[config.mk]
export PLATFORM = sky130hd
export DESIGN_NAME = sync_fifo_flags
export DESIGN_NICKNAME = d
export VERILOG_FILES = /design/src/rtl/sync_fifo_flags.sv
export SDC_FILE = /design/constraint.sdc
export NUM_CORES = 1
export LEC_CHECK = 0
export BUFFER_PORTS_ARGS = -buffer_cell sky130_fd_sc_hd__buf_2
export CORE_ASPECT_RATIO = 0.8
export CORE_MARGIN = 1.5
export CORE_UTILIZATION = 30
export CTS_CLUSTER_SIZE = 16
export DETAILED_ROUTE_END_ITERATION = 10
export GPL_TIMING_DRIVEN = 0
export PLACE_DENSITY = 0.49
export SLEW_MARGIN = 5
export SYNTH_ARGS = -nofsm -noshare
export SYNTH_HDL_FRONTEND = slang
export SYNTH_SLANG_ARGS = --single-unit
[constraint.sdc]
create_clock -name clk -period 3.34 [get_ports clk]
set_clock_uncertainty 0.2 [all_clocks]
set_input_delay 0.334 -clock clk [delete_from_list [all_inputs] [get_ports clk]]
set_output_delay 0.334 -clock clk [all_outputs]
set_load 0.01 [all_outputs]
[src/rtl/sync_fifo_flags.sv]
// Single-clock FIFO with fill count, almost-full/almost-empty thresholds, sticky overflow/underflow
// flags and a build-time choice between registered and first-word-fall-through reads.
module sync_fifo_flags #(
    parameter int DT_WIDTH   = 8,
    parameter int F_DEPTH    = 16,
    parameter int FADD_WIDTH = $clog2(F_DEPTH),
    parameter int AFULL_TH   = F_DEPTH - 2,
    parameter int AEMPTY_TH  = 2,
    parameter int FWFT       = 0
) (
    input  logic                  clk,
    input  logic                  rst,
    input  logic                  wrt_en,
    input  logic [DT_WIDTH-1:0]   wrt_dt,
    input  logic                  rd_en,
    output logic [DT_WIDTH-1:0]   rd_dt,
    output logic                  rd_vld,
    output logic                  f_empty,
    output logic                  f_full,
    output logic                  f_aempty,
    output logic                  f_afull,
    output logic [FADD_WIDTH:0]   f_cnt,
    output logic                  ovf,
    output logic                  udf,
    input  logic                  clr_err
);

    localparam int PW = FADD_WIDTH + 1;
    localparam logic [PW-1:0] DEPTH_V  = PW'(F_DEPTH);
    localparam logic [PW-1:0] AFULL_V  = PW'(AFULL_TH);
    localparam logic [PW-1:0] AEMPTY_V = PW'(AEMPTY_TH);
    localparam logic [PW-1:0] PTR_ONE  = {{FADD_WIDTH{1'b0}}, 1'b1};

    logic [PW-1:0]       wrt_pntr_q, wrt_pntr_d;
    logic [PW-1:0]       rd_pntr_q, rd_pntr_d;
    logic                ovf_q, ovf_d;
    logic                udf_q, udf_d;
    logic [PW-1:0]       cnt;
    logic                wr_acc, rd_acc;
    logic [DT_WIDTH-1:0] mem_q [F_DEPTH];

    // Handshake: a write is taken when wrt_en is high and the FIFO is not full; a pop is taken when
    // rd_en is high and the FIFO is not empty. Both use the flags as they stand this cycle, so a
    // write into a full FIFO is dropped even if a pop happens alongside it.
    always_comb begin
        cnt      = wrt_pntr_q - rd_pntr_q;
        f_full   = (cnt == DEPTH_V);
        f_empty  = (cnt == '0);
        f_afull  = (cnt >= AFULL_V);
        f_aempty = (cnt <= AEMPTY_V);
        wr_acc   = wrt_en & ~f_full;
        rd_acc   = rd_en & ~f_empty;
    end

    always_comb begin
        wrt_pntr_d = wrt_pntr_q;
        rd_pntr_d  = rd_pntr_q;
        if (wr_acc) wrt_pntr_d = wrt_pntr_q + PTR_ONE;
        if (rd_acc) rd_pntr_d = rd_pntr_q + PTR_ONE;
    end

    // A new error event in the same cycle as clr_err keeps the flag set.
    always_comb begin
        ovf_d = ovf_q;
        udf_d = udf_q;
        if (clr_err) begin
            ovf_d = 1'b0;
            udf_d = 1'b0;
        end
        if (wrt_en & f_full) ovf_d = 1'b1;
        if (rd_en & f_empty) udf_d = 1'b1;
    end

    always_ff @(posedge clk or posedge rst) begin
        if (rst) begin
            wrt_pntr_q <= '0;
            rd_pntr_q  <= '0;
            ovf_q      <= 1'b0;
            udf_q      <= 1'b0;
        end else begin
            wrt_pntr_q <= wrt_pntr_d;
            rd_pntr_q  <= rd_pntr_d;
            ovf_q      <= ovf_d;
            udf_q      <= udf_d;
        end
    end

    // Storage is deliberately left out of reset; the pointers alone decide what is valid.
    always_ff @(posedge clk) begin
        if (wr_acc) mem_q[wrt_pntr_q[FADD_WIDTH-1:0]] <= wrt_dt;
    end

    generate
        if (FWFT == 0) begin : g_reg_read
            logic [DT_WIDTH-1:0] rd_dt_q, rd_dt_d;
            logic                rd_vld_q, rd_vld_d;

            always_comb begin
                rd_dt_d  = rd_dt_q;
                rd_vld_d = rd_acc;
                if (rd_acc) rd_dt_d = mem_q[rd_pntr_q[FADD_WIDTH-1:0]];
            end

            always_ff @(posedge clk or posedge rst) begin
                if (rst) begin
                    rd_dt_q  <= '0;
                    rd_vld_q <= 1'b0;
                end else begin
                    rd_dt_q  <= rd_dt_d;
                    rd_vld_q <= rd_vld_d;
                end
            end

            assign rd_dt  = rd_dt_q;
            assign rd_vld = rd_vld_q;
        end else begin : g_fwft_read
            // Head word is shown directly; a fresh write only becomes visible once the pointer moves.
            assign rd_dt  = mem_q[rd_pntr_q[FADD_WIDTH-1:0]];
            assign rd_vld = ~f_empty;
        end
    endgenerate

    assign f_cnt = cnt;
    assign ovf   = ovf_q;
    assign udf   = udf_q;

endmodule
# Word level (Yosys, flattened, before mapping)
# Memories as Yosys holds them, arrays and structs flattened. A register that Yosys moved wholly into a read port is not among the register bits.
# Cells that the tools add are included.
# op_classes
reduce_logical,3
shift,0
n_eq_ne,1
n_lt_le_gt_ge,2
n_mux,5
n_addsub,3
n_mul,0
div,0
n_bitwise,6
# op_table
operator,count
$add A5 B1 Y5 const B,2
$eq A5 B5 Y1 const B,1
$ge A5 B4 Y1 const B,1
$le A5 B2 Y1 const B,1
$logic_not A5 Y1,1
$mux W1,5
$sub A5 B5 Y5,1
$and A1 B1 Y1,4
$reduce_bool A2 Y1,2
$not A1 Y1,2
# totals
register_bits,13
output_inout_bits,20
ram_bits,128
mem_bits_ro,0
n_memories,1
latchBits,0
# mem_list
memory,depth,width,rd,rd_clocked_by_memory_dff,wr,line_no,source
mem_q,16,8,1,1,1,40,logic [DT_WIDTH-1:0] mem_q [F_DEPTH];

# Longest topological paths before layout
# depth
word_depth,6
mapped_depth,11

# Worst setup path before layout
# OpenSTA, ideal clock, no wires.
# synth_path
path_kind,register -> register
from,register rd_pntr_q[2]
to,"memory mem_q[3][0], enable pin"
setup_time_ns,0.395
path_stages_with_launch,10
period_less_slack_ns,3.692
arrival_ns,3.097
setup_slack_ns,-0.352
path_cell_list,dfrtp_1 clkbuf_1 buf_2 inv_2 ha_1 a21o_1 a21oi_2 xor3_2 a21boi_4 nor4_1
# synth_via
elab_chain_len,6
# synth_lines
element,line_no,source
start: declaration,35,"logic [PW-1:0] rd_pntr_q, rd_pntr_d;"
start signal: assignment,82,rd_pntr_q <= rd_pntr_d;
$sub A5 B5 Y5,46,cnt = wrt_pntr_q - rd_pntr_q;
net f_cnt[4],22,"output logic [FADD_WIDTH:0] f_cnt,"
$eq A5 B5 Y1,47,f_full = (cnt == DEPTH_V);
net f_full,19,"output logic f_full,"
$not A1 Y1,51,wr_acc = wrt_en & ~f_full;
$and A1 B1 Y1,51,
$mux W1,90,if (wr_acc) mem_q[wrt_pntr_q[FADD_WIDTH-1:0]] <= wrt_dt;
$mux W1 (implied by the code),90,
end: declaration,40,
# The timed path passes the listed nets, and every way through them passes these cells.

# Final worst setup path
# layout_path
from,register rd_pntr_q[0]
to,"memory mem_q[10][0], enable pin"
# layout_via
elab_chain_len,6
# layout_lines
element,line_no
$sub A5 B5 Y5,46
$eq A5 B5 Y1,47
$not A1 Y1,51
$and A1 B1 Y1,51
$mux W1,90
$mux W1 (implied by the code),90
# Every way passes these cells.

==> flow_metrics.env <==
export IMPL_dr_pass1_iters=5
export IMPL_yosysWarnings=0
export IMPL_fin_crit_ps=3250
export IMPL_grt_pass1_wl_mm=20.9
export IMPL_yosysSeqAreaShare=0.705
export IMPL_dr_total_vias=3192
export IMPL_num_rows=46
export IMPL_synthDistinctLibCells=46
export IMPL_clock_sinks=149
export IMPL_wl_per_cell_um=20.6
export IMPL_die_h_um=132
export IMPL_nNetsFinal=423
export IMPL_drtAntennaViolNets=0
export IMPL_wirelength_mm=13.9
export IMPL_drtIter0Drc=218
export IMPL_cts_path_max_buffers=2
export IMPL_htreeDepth=4
export IMPL_core_area_sq_um=20000
export IMPL_placed_area_sq_um=6710
export IMPL_max_cap_viol_count=0
export IMPL_dp_cells=631
export IMPL_synth_main_ff_cell="edfxtp_1"
export IMPL_vdd_drop_max_v=0.000404
export IMPL_drc=0
export IMPL_fin_cells=677
export IMPL_layout_common_cells="128 x edfxtp_1, 35 x nand2_1, 34 x buf_2, 32 x mux4_2, 20 x dfrtp_1"
export IMPL_setup_violations=0
export IMPL_crit_type="flop to flop"
export IMPL_hpwl_mm=9.10
export IMPL_vias_per_cell=4.71
export IMPL_grt_overflow=0
export IMPL_first_global_vias=3317
export IMPL_fmaxAchievable_ghz=0.308
export IMPL_p_per_area_nw_per_um2=999
export IMPL_syn_cell_area_sq_um=6200
export IMPL_cp_max_fo=8
export IMPL_synth_area_leader_cell="edfxtp_1"
export IMPL_cts_made_buffers=17
export IMPL_path_clk_slew_ps=70
export IMPL_hold_class="input port to flop"
export IMPL_boundaryPins=33
export IMPL_p_leak_uw=0.00270
export IMPL_hold_ws_ps=40.4
export IMPL_fin_crit_sh=0.972
export IMPL_fin_area_sq_um=7580
export IMPL_ys_seq_elements=149
export IMPL_insertion_delay_ps=420
export IMPL_syn_nets=358
export IMPL_worst_slew_pin_slew_ps=837
export IMPL_cp_slowest_stage_delay_ps=440
export IMPL_worstPathArrival_ps=3150
export IMPL_cp_required_ps=3250
export IMPL_netlist_area_leader_share=0.620
export IMPL_diodes=0
export IMPL_crit_path_start_kind="flop"
export IMPL_worst_path_max_delay_cell="dfrtp_1"
export IMPL_mostFrequentLayoutCell="edfxtp_1"
export IMPL_area_growth_pct=22.2
export IMPL_drive_above_1_share=0.392
export IMPL_port_buffers=32
export IMPL_cp_end_kind="flop"
export IMPL_status="finished, final reports clean"
export IMPL_async_flop_share=0.141
export IMPL_synth_edf_count=128
export IMPL_start_util=0.309
export IMPL_drv_slew=0
export IMPL_root_buffer="clkbuf_16"
export IMPL_dieWidth_um=164
export IMPL_tns_ps=0
export IMPL_cts_tree="built"
export IMPL_final_hold_viol_count=0
export IMPL_fill_cells=1867
export IMPL_path_cells="ha_2 > inv_1 > fa_2 > a21o_1 > a21oi_4 > xor3_2 > a21boi_4 > buf_4 > nor2b_4 > buf_6 > and3_4"
export IMPL_synthCells=335
export IMPL_synthTopCellsByArea="edfxtp_1 62%, mux4_2 12%, dfrtp_1 8.5%, nand2_1 2.1%, and3_1 2.0%"
export IMPL_track_usage=0.137
export IMPL_synth_avg_cell_area_sq_um=18.5
export IMPL_gp_congestion=0.729
export IMPL_die_area_sq_um=21500
export IMPL_antenna_found_initial=0
export IMPL_slew_headroom=0.442
export IMPL_grt_max_degree=22
## sequential cells by signal (all words and copies together) (netlist names)
register    cells
wrt_pntr_q      5
mem_q         128
ovf             1
rd_vld          1
udf             1
rd_dt           8
rd_pntr_q       5
## kinds of logic (layout without fill, tap and decap cells)
kind of cell | count (synthesis) | in the layout | synth area share
compound gates | 19 | 19 | 0.0271
xor+xnor | 11 | 11 | 0.0194
fa+ha+maj | 10 | 10 | 0.0214
buf+inv | 24 | 102 | 0.0206
flops | 149 | 149 | 0.705
mux | 42 | 42 | 0.139
simple gates | 80 | 80 | 0.0674
## timing repair
action | in CTS | in global routing
resized for setup | 39 | 6
setup endpoints to repair | 149 | 109
setup buffers | 8 | 4
endpoints found under the hold margin | 22 | 0
gates cloned | 0 | 1
hold buffers | 2 | 0
pin swaps | 5 | 4
## cell type report
cell class                 instances  area, sq um  share of cell area
buffer                            12          119              0.0157
multi-input combinational        162         1820               0.240
tap                              264          330              0.0436
clock buffer                      18          429              0.0566
sequential                       149         4370               0.577
clock inverter                    14          173              0.0228
inverter                          11         55.1             0.00727
timing repair buffer              47          282              0.0372
## layer usage
| layer | routed length [um] | part of all wire | global-route usage |
|---|---|---|---|
| met1 | 6630 | 0.48 | 0.205 |
| met2 | 6500 | 0.47 | 0.199 |
| met3 | 751 | 0.054 | 0.0249 |
| met4 | 44 | 0.0032 | 0.0424 |
| met5 | 0 | 0 | 0 |
## report_power, final
group,total (uW),switching (uW),internal [uW]
Sequential,2500,174,2330
Clock,1970,780,1190
Combinational,3100,1600,1500
Total,7570,2560,5010
## critical path: cells and delay by family (launching register included)
kind            cells  cell delay (ps)
compound gates      3              540
buf+inv             3              380
xor+xnor            1              320
flops               1              440
fa+ha+maj           2              590
simple gates        2              480
## cells in the mapped netlist (all sizes together), types with 2 or more instances
cell type and count:
ha 9, a31oi 8, mux4 32, xnor2 7, nor2 6, inv 9
a22o 2, edfxtp 128, mux2 10, and3 20, a21oi 2, nor3b 2
nand4 2, nor2b 5, clkinv 2, xor2 3, buf 10, nand2 35
clkbuf 3, and2 3, dfrtp 21, nand3 3
## path summary, 6_finish.rpt
| kind | start | cells after the start | slack (ps) | end |
|---|---|---|---|---|
| setup / recovery | rd_pntr_q[0] | 11 | 90 | mem_q[10][0] |
| hold / removal | rd_en | 2 | 40 | udf |
| setup reg to reg | rd_pntr_q[0] | 11 | 90 | mem_q[10][0] |
| hold reg to reg | rd_dt[2] | 1 | 300 | rd_dt[2] |
| max in group asynchronous | rst | 3 | 1940 | rd_pntr_q[3] |
| min in group asynchronous | rst | 3 | 430 | rd_dt[1] |
## metrics by stage
| step | total power, uW | utilization | setup slack (ps) |
|---|---|---|---|
| finish | 7570 | 0.378 | 93.2 |
| detailed placement | 5270 | 0.335 | -933 |
| global route | 7970 | 0.378 | -18.0 |
| floorplan | 4400 | - | 11.9 |
| CTS | 7600 | 0.376 | 6.30 |
| global placement | 5230 | 0.335 | -877 |
(Power assumes the default switching activity.)
